File: config.mk
export PLATFORM = sky130hd
export DESIGN_NAME = stop_check_multi_flat
export DESIGN_NICKNAME = d
export VERILOG_FILES = /design/src/rtl/stop_check_multi_if.sv /design/src/rtl/stop_check_multi.sv /design/src/flat_wrapper.sv
export SDC_FILE = /design/constraint.sdc
export NUM_CORES = 1
export LEC_CHECK = 0
export ABC_CLOCK_PERIOD_IN_PS = 2250
export CAP_MARGIN = 25
export CORE_MARGIN = 1
export CORE_UTILIZATION = 45
export CTS_CLUSTER_DIAMETER = 50
export DETAILED_ROUTE_END_ITERATION = 8
export HOLD_SLACK_MARGIN = 0.08
export PLACE_DENSITY = 0.76
export REMOVE_ABC_BUFFERS = 1
export SLEW_MARGIN = 0
export SYNTH_ARGS = -nofsm -noshare
export SYNTH_HDL_FRONTEND = slang
export SYNTH_SLANG_ARGS = --single-unit
export TNS_END_PERCENT = 20
File: constraint.sdc
create_clock -name stop_check_clk -period 2.25 [get_ports stop_check_clk]
set_input_delay 0.675 -clock stop_check_clk [delete_from_list [all_inputs] [get_ports stop_check_clk]]
set_output_delay 0.675 -clock stop_check_clk [all_outputs]
set_load 0.01 [all_outputs]
File: src/rtl/stop_check_multi_if.sv
// stop_check_multi_if: sampler <-> stop checker bundle.
// master = RX sampler side, slave = checker.
interface stop_check_multi_if #(
  parameter int STOP_W    = 2,
  parameter int ERR_CNT_W = 8
) ();
  logic                 frame_start;
  logic                 data_bit_en;
  logic                 stp_chk_en;
  logic                 sampled_bit;
  logic [STOP_W-1:0]    stop_num;
  logic                 err_clr;
  logic                 stp_err;
  logic                 stp_done;
  logic                 brk_det;
  logic                 err_sticky;
  logic [ERR_CNT_W-1:0] err_cnt;

  modport master (
    output frame_start, data_bit_en, stp_chk_en,
    output sampled_bit, stop_num, err_clr,
    input  stp_err, stp_done, brk_det,
    input  err_sticky, err_cnt
  );

  modport slave (
    input  frame_start, data_bit_en, stp_chk_en,
    input  sampled_bit, stop_num, err_clr,
    output stp_err, stp_done, brk_det,
    output err_sticky, err_cnt
  );
endinterface

File: src/rtl/stop_check_multi.sv
// stop_check_multi: multi stop-bit framing checker with
// break detect, sticky error and saturating error count.
module stop_check_multi #(
  parameter int STOP_W    = 2,
  parameter int ERR_CNT_W = 8
) (
  input logic               stop_check_clk,
  input logic               stop_check_rst,
  stop_check_multi_if.slave bus
);

  typedef enum logic {
    S_IDLE,
    S_COLLECT
  } state_t;

  state_t               r_state;
  logic [STOP_W-1:0]    r_slot;
  logic [STOP_W-1:0]    r_nlat;
  logic                 r_bad;
  logic                 r_all_zero;
  logic                 r_stp_err;
  logic                 r_stp_done;
  logic                 r_brk_det;
  logic                 r_err_sticky;
  logic [ERR_CNT_W-1:0] r_err_cnt;

  logic [STOP_W-1:0]    w_nsel;
  logic                 w_first;
  logic                 w_last;
  logic                 w_bad;
  logic                 w_az;
  logic                 w_done;
  logic                 w_brk;
  logic                 w_inc;
  logic [ERR_CNT_W-1:0] w_cnt_base;

  // Next-state terms for the current stop bit.
  always_comb begin
    w_nsel = bus.stop_num;
    if (bus.stop_num == '0)
      w_nsel = STOP_W'(1);
    w_first = (r_state == S_IDLE);
    if (w_first) begin
      w_last = (w_nsel == STOP_W'(1));
      w_bad  = ~bus.sampled_bit;
    end else begin
      w_last = (r_slot == r_nlat - STOP_W'(1));
      w_bad  = r_bad | ~bus.sampled_bit;
    end
    w_az   = r_all_zero & ~bus.sampled_bit;
    w_done = bus.stp_chk_en & ~bus.frame_start
           & w_last;
    w_brk  = w_done & w_az;
    w_inc  = w_done & ~w_az & w_bad;
    w_cnt_base = r_err_cnt;
    if (bus.err_clr)
      w_cnt_base = '0;
  end

  // Frame FSM, error bookkeeping and registered outputs.
  always_ff @(posedge stop_check_clk or
              negedge stop_check_rst) begin
    if (!stop_check_rst) begin
      r_state      <= S_IDLE;
      r_slot       <= '0;
      r_nlat       <= STOP_W'(1);
      r_bad        <= 1'b0;
      r_all_zero   <= 1'b1;
      r_stp_err    <= 1'b0;
      r_stp_done   <= 1'b0;
      r_brk_det    <= 1'b0;
      r_err_sticky <= 1'b0;
      r_err_cnt    <= '0;
    end else begin
      r_stp_done <= 1'b0;
      r_brk_det  <= 1'b0;
      if (bus.err_clr) begin
        r_err_cnt    <= '0;
        r_err_sticky <= 1'b0;
      end
      if (w_inc) begin
        r_err_sticky <= 1'b1;
        if (&w_cnt_base)
          r_err_cnt <= w_cnt_base;
        else
          r_err_cnt <= w_cnt_base + ERR_CNT_W'(1);
      end
      if (bus.frame_start) begin
        r_all_zero <= 1'b1;
        r_bad      <= 1'b0;
        r_slot     <= '0;
        r_state    <= S_IDLE;
      end else if (bus.stp_chk_en) begin
        r_bad <= w_bad;
        if (w_first)
          r_nlat <= w_nsel;
        if (w_done) begin
          r_stp_done <= 1'b1;
          r_stp_err  <= w_bad;
          r_brk_det  <= w_brk;
          r_state    <= S_IDLE;
          r_slot     <= '0;
          r_all_zero <= 1'b1;
        end else begin
          r_all_zero <= w_az;
          r_slot     <= r_slot + STOP_W'(1);
          r_state    <= S_COLLECT;
        end
      end else if (bus.data_bit_en &&
                   bus.sampled_bit) begin
        r_all_zero <= 1'b0;
      end
    end
  end

  assign bus.stp_err    = r_stp_err;
  assign bus.stp_done   = r_stp_done;
  assign bus.brk_det    = r_brk_det;
  assign bus.err_sticky = r_err_sticky;
  assign bus.err_cnt    = r_err_cnt;

endmodule

File: src/flat_wrapper.sv
// flat-port wrapper written by rule: the top's interface ports become plain ports
module stop_check_multi_flat 
#(
  parameter int STOP_W    = 2,
  parameter int ERR_CNT_W = 8
)
  (stop_check_clk, stop_check_rst, bus_frame_start, bus_data_bit_en, bus_stp_chk_en, bus_sampled_bit, bus_stop_num, bus_err_clr, bus_stp_err, bus_stp_done, bus_brk_det, bus_err_sticky, bus_err_cnt);
  stop_check_multi_if #(.STOP_W(STOP_W), .ERR_CNT_W(ERR_CNT_W)) bus_i ();
  input logic stop_check_clk;
  input logic stop_check_rst;
  input wire logic [$bits(bus_i.frame_start)-1:0] bus_frame_start;
  input wire logic [$bits(bus_i.data_bit_en)-1:0] bus_data_bit_en;
  input wire logic [$bits(bus_i.stp_chk_en)-1:0] bus_stp_chk_en;
  input wire logic [$bits(bus_i.sampled_bit)-1:0] bus_sampled_bit;
  input wire logic [$bits(bus_i.stop_num)-1:0] bus_stop_num;
  input wire logic [$bits(bus_i.err_clr)-1:0] bus_err_clr;
  output wire logic [$bits(bus_i.stp_err)-1:0] bus_stp_err;
  output wire logic [$bits(bus_i.stp_done)-1:0] bus_stp_done;
  output wire logic [$bits(bus_i.brk_det)-1:0] bus_brk_det;
  output wire logic [$bits(bus_i.err_sticky)-1:0] bus_err_sticky;
  output wire logic [$bits(bus_i.err_cnt)-1:0] bus_err_cnt;
  assign bus_i.frame_start = bus_frame_start;
  assign bus_i.data_bit_en = bus_data_bit_en;
  assign bus_i.stp_chk_en = bus_stp_chk_en;
  assign bus_i.sampled_bit = bus_sampled_bit;
  assign bus_i.stop_num = bus_stop_num;
  assign bus_i.err_clr = bus_err_clr;
  assign bus_stp_err = bus_i.stp_err;
  assign bus_stp_done = bus_i.stp_done;
  assign bus_brk_det = bus_i.brk_det;
  assign bus_err_sticky = bus_i.err_sticky;
  assign bus_err_cnt = bus_i.err_cnt;
  stop_check_multi #(.STOP_W(STOP_W), .ERR_CNT_W(ERR_CNT_W)) u_core (.stop_check_clk(stop_check_clk), .stop_check_rst(stop_check_rst), .bus(bus_i));
endmodule
==> metrics.json <==
{
  "status": {"value": "complete, no violations"},
  "pin_count_of_the_biggest_net_entering_global_routing": {"value": 20},
  "detail-route-antenna-nets": {"value": 0},
  "setup_tns": {"value": 0, "unit": "ns"},
  "synth-edff-count": {"value": 0},
  "multiInputGateArea": {"value": 462, "unit": "um2"},
  "antenna_found_initial": {"value": 0},
  "cts_hold_repair.buffers": {"value": 0},
  "static-leakage-power": {"value": 0.657, "unit": "nW"},
  "setup-violations-final": {"value": 0},
  "routed_wl": {"value": 1950, "unit": "um"},
  "syn-cell-area": {"value": 971, "unit": "um2"},
  "number_of_flip_flops_in_the_largest_register": {"value": 8},
  "dpl_worst_slack": {"value": -0.180, "unit": "ns"},
  "tritoncts": {"value": "done"},
  "total_cts_buffers": {"value": 3},
  "antennaDiodeCount": {"value": 0},
  "num_rows": {"value": 16},
  "critPathLaunchType": {"value": "input port"},
  "critical-path-top-delay-family": {"value": "compound AO/OA/AOI/OAI gates"},
  "grt.total_usage": {"value": 0.193},
  "post_synth.cell_area_avg": {"value": 10.8, "unit": "um2"},
  "setup.worst_path.end_class": {"value": "flop"},
  "synth_seq_area_share": {"value": 0.492},
  "clk_pin_slew": {"value": 0.10, "unit": "ns"},
  "grt_pass1_vias": {"value": 853},
  "fmaxAchievable": {"value": 471, "unit": "MHz"},
  "clockRootBuffer": {"value": "sky130_fd_sc_hd__clkbuf_4"},
  "global_route_wire_length_before_repair": {"value": 3510, "unit": "um"},
  "synth-main-ff-cell": {"value": "sky130_fd_sc_hd__dfrtp_1"},
  "timing.critical_path.required": {"value": 2.44, "unit": "ns"},
  "rsz_0062_raised_after_global_routing": {"value": "false"},
  "layout_setup_ws": {"value": 0.126, "unit": "ns"},
  "most-common-layout-cells": {"value": "sky130_fd_sc_hd__clkdlybuf4s50_1, sky130_fd_sc_hd__buf_4, sky130_fd_sc_hd__dfrtp_1"},
  "portBuffers": {"value": 20},
  "synth-seq-cells": {"value": 19},
  "final-max-slew-violation-count": {"value": 0},
  "place_congestion": {"value": 0.780},
  "detail_route.vias_per_cell": {"value": 5.31},
  "routed_wire_length_per_instance": {"value": 12.2, "unit": "um"},
  "routed-via-count": {"value": 849},
  "clock_insertion_delay_worst_skew": {"value": 0.30, "unit": "ns"},
  "crit_path_max_fanout": {"value": 5},
  "unique_cell_type_count_in_the_yosys_netlist": {"value": 38},
  "timing.final.crit_share": {"value": 0.944},
  "synth.yosys.warnings": {"value": 0},
  "post-cts-setup-buffer-count": {"value": 0},
  "design.core.area": {"value": 0.00200, "unit": "mm2"},
  "first_pass_iters": {"value": 4},
  "drive_gt1_frac": {"value": 0.271},
  "drt_iter0_markers": {"value": 10},
  "gr-total-overflow": {"value": 0},
  "start_util": {"value": 0.485},
  "cts_max_level": {"value": 1},
  "finalClockSkew": {"value": 0.0111, "unit": "ns"},
  "ir_worst_vdd": {"value": 0.000443, "unit": "V"},
  "post-dp-hpwl": {"value": 1490, "unit": "um"},
  "detail_route.drc_violations": {"value": 0},
  "cap_violations": {"value": 0},
  "path_cells": {"value": "clkdlybuf4s50_1 > inv_1 > a211o_1 > a211oi_2 > buf_4 > nand4_1 > a32o_1"},
  "num_io_pins": {"value": 21},
  "syn_inst": {"value": 90},
  "timing.critical_path.slowest_stage_cell": {"value": "sky130_fd_sc_hd__clkdlybuf4s50_1"},
  "timing.setup.critical_path_class": {"value": "in2reg"},
  "floorplan.die_area": {"value": 0.00235, "unit": "mm2"},
  "power-per-cell-area": {"value": 484, "unit": "mW/mm2"},
  "die_h": {"value": 48.5, "unit": "um"},
  "cts_repair_resizes": {"value": 0},
  "finalWorstPathRequiredPeriod": {"value": 2.12, "unit": "ns"},
  "async_set_or_reset_flop_fraction_in_the_synthesized_netlist": {"value": 1.00},
  "cts.sink_count": {"value": 19},
  "critPathArrivalTime": {"value": 2.32, "unit": "ns"},
  "critPathMaxStageDelay": {"value": 0.48, "unit": "ns"},
  "n_fill_cell": {"value": 163},
  "min-delay-path-class": {"value": "reg2reg"},
  "nets_final": {"value": 144},
  "critical_path_buf_inv_count": {"value": 3},
  "cts.path.max_buffers": {"value": 2},
  "hold_viol": {"value": 0},
  "area.sequential": {"value": 478, "unit": "um2"},
  "worst-slew-pin-transition": {"value": 0.278, "unit": "ns"},
  "die_x": {"value": 48.5, "unit": "um"},
  "slew-limit-headroom": {"value": 0.809},
  "area_growth_syn_to_layout": {"value": 42.8, "unit": "%"}
}
-- path summary, 6_finish.rpt --
path / from / endpoint / slack [ns] / cells after the start
worst max-delay path: bus_stp_chk_en / u_core.bus.err_cnt[4]$_DFF_PN0_ / 0.13 / 7
worst min-delay path: u_core.bus.err_sticky$_DFFE_PN0P_ / u_core.bus.err_sticky$_DFFE_PN0P_ / 0.50 / 1
worst max register to register: u_core.r_state$_DFFE_PN0P_ / u_core.bus.err_cnt[4]$_DFF_PN0_ / 0.45 / 6
worst min register to register: u_core.bus.err_sticky$_DFFE_PN0P_ / u_core.bus.err_sticky$_DFFE_PN0P_ / 0.50 / 1
max in group asynchronous: stop_check_rst / u_core.r_nlat[0]$_DFFE_PN1P_ / 1.29 / 2
min in group asynchronous: stop_check_rst / u_core.bus.err_cnt[6]$_DFF_PN0_ / 0.69 / 2
-- through the flow --
| step | std cells | util | total power [mW] | hold WS [ns] | area, um2 |
|---|---|---|---|---|---|
| global route | 160 | 0.693 | 0.707 | 0.534 | 1390 |
| global placement | 156 | 0.679 | 0.498 | 0.468 | 1360 |
| finish | 160 | 0.693 | 0.671 | 0.504 | 1390 |
| floorplan | 88 | - | 0.433 | 0.379 | 955 |
| detailed placement | 156 | 0.679 | 0.501 | 0.481 | 1360 |
| CTS | 160 | 0.693 | 0.680 | 0.506 | 1390 |
-- per-layer routing --
metal,wire length (um),up-vias,track usage
met1,901,411,0.232
met5,0,-,0
met4,31,0,0.113
li1,-,419,-
met3,55,4,0.0283
met2,965,15,0.329
-- cells in the mapped netlist (2+ instances only) --
| library cell | n | area share |
|---|---|---|
| sky130_fd_sc_hd__a211o_1 | 2 | 0.018 |
| sky130_fd_sc_hd__a211oi_2 | 2 | 0.026 |
| sky130_fd_sc_hd__a21oi_1 | 4 | 0.021 |
| sky130_fd_sc_hd__a31oi_1 | 6 | 0.039 |
| sky130_fd_sc_hd__and3_1 | 3 | 0.019 |
| sky130_fd_sc_hd__and3b_1 | 2 | 0.018 |
| sky130_fd_sc_hd__and4b_1 | 2 | 0.021 |
| sky130_fd_sc_hd__dfrtp_1 | 17 | 0.44 |
| sky130_fd_sc_hd__dfstp_2 | 2 | 0.054 |
| sky130_fd_sc_hd__inv_1 | 3 | 0.012 |
| sky130_fd_sc_hd__nand2_1 | 4 | 0.015 |
| sky130_fd_sc_hd__nand3_1 | 3 | 0.015 |
| sky130_fd_sc_hd__nand4_1 | 2 | 0.013 |
| sky130_fd_sc_hd__nor2_1 | 6 | 0.023 |
| sky130_fd_sc_hd__nor2b_1 | 7 | 0.045 |
| sky130_fd_sc_hd__o21ai_0 | 2 | 0.010 |
| sky130_fd_sc_hd__xor2_1 | 2 | 0.018 |
-- final cells by class --
type	count	area share
Inverter	4	0.0108
Multi-Input combinational cell	65	0.333
Clock inverter	1	0.00361
Tap cell	27	0.0244
Clock buffer	3	0.0162
Sequential cell	19	0.345
Timing Repair Buffer	41	0.267
-- cell families (layout without fill, tap and decap cells) --
logic type	after synthesis	after routing	share of synthesized area
buffers and inverters	6	49	0.0322
adder cells (fa/ha/maj)	1	1	0.0129
AND/OR/NAND/NOR	35	35	0.213
XOR/XNOR	3	3	0.0271
AO/OA/AOI/OAI	23	23	0.189
multiplexers	3	3	0.0335
flip-flops	19	19	0.492
-- where the power goes --
| group | switching, mW | internal, mW |
|---|---|---|
| sequential | 0.0155 | 0.364 |
| combinational | 0.0504 | 0.0643 |
| clock | 0.110 | 0.0663 |
Note: power is estimated with default switching activity, not from simulation.
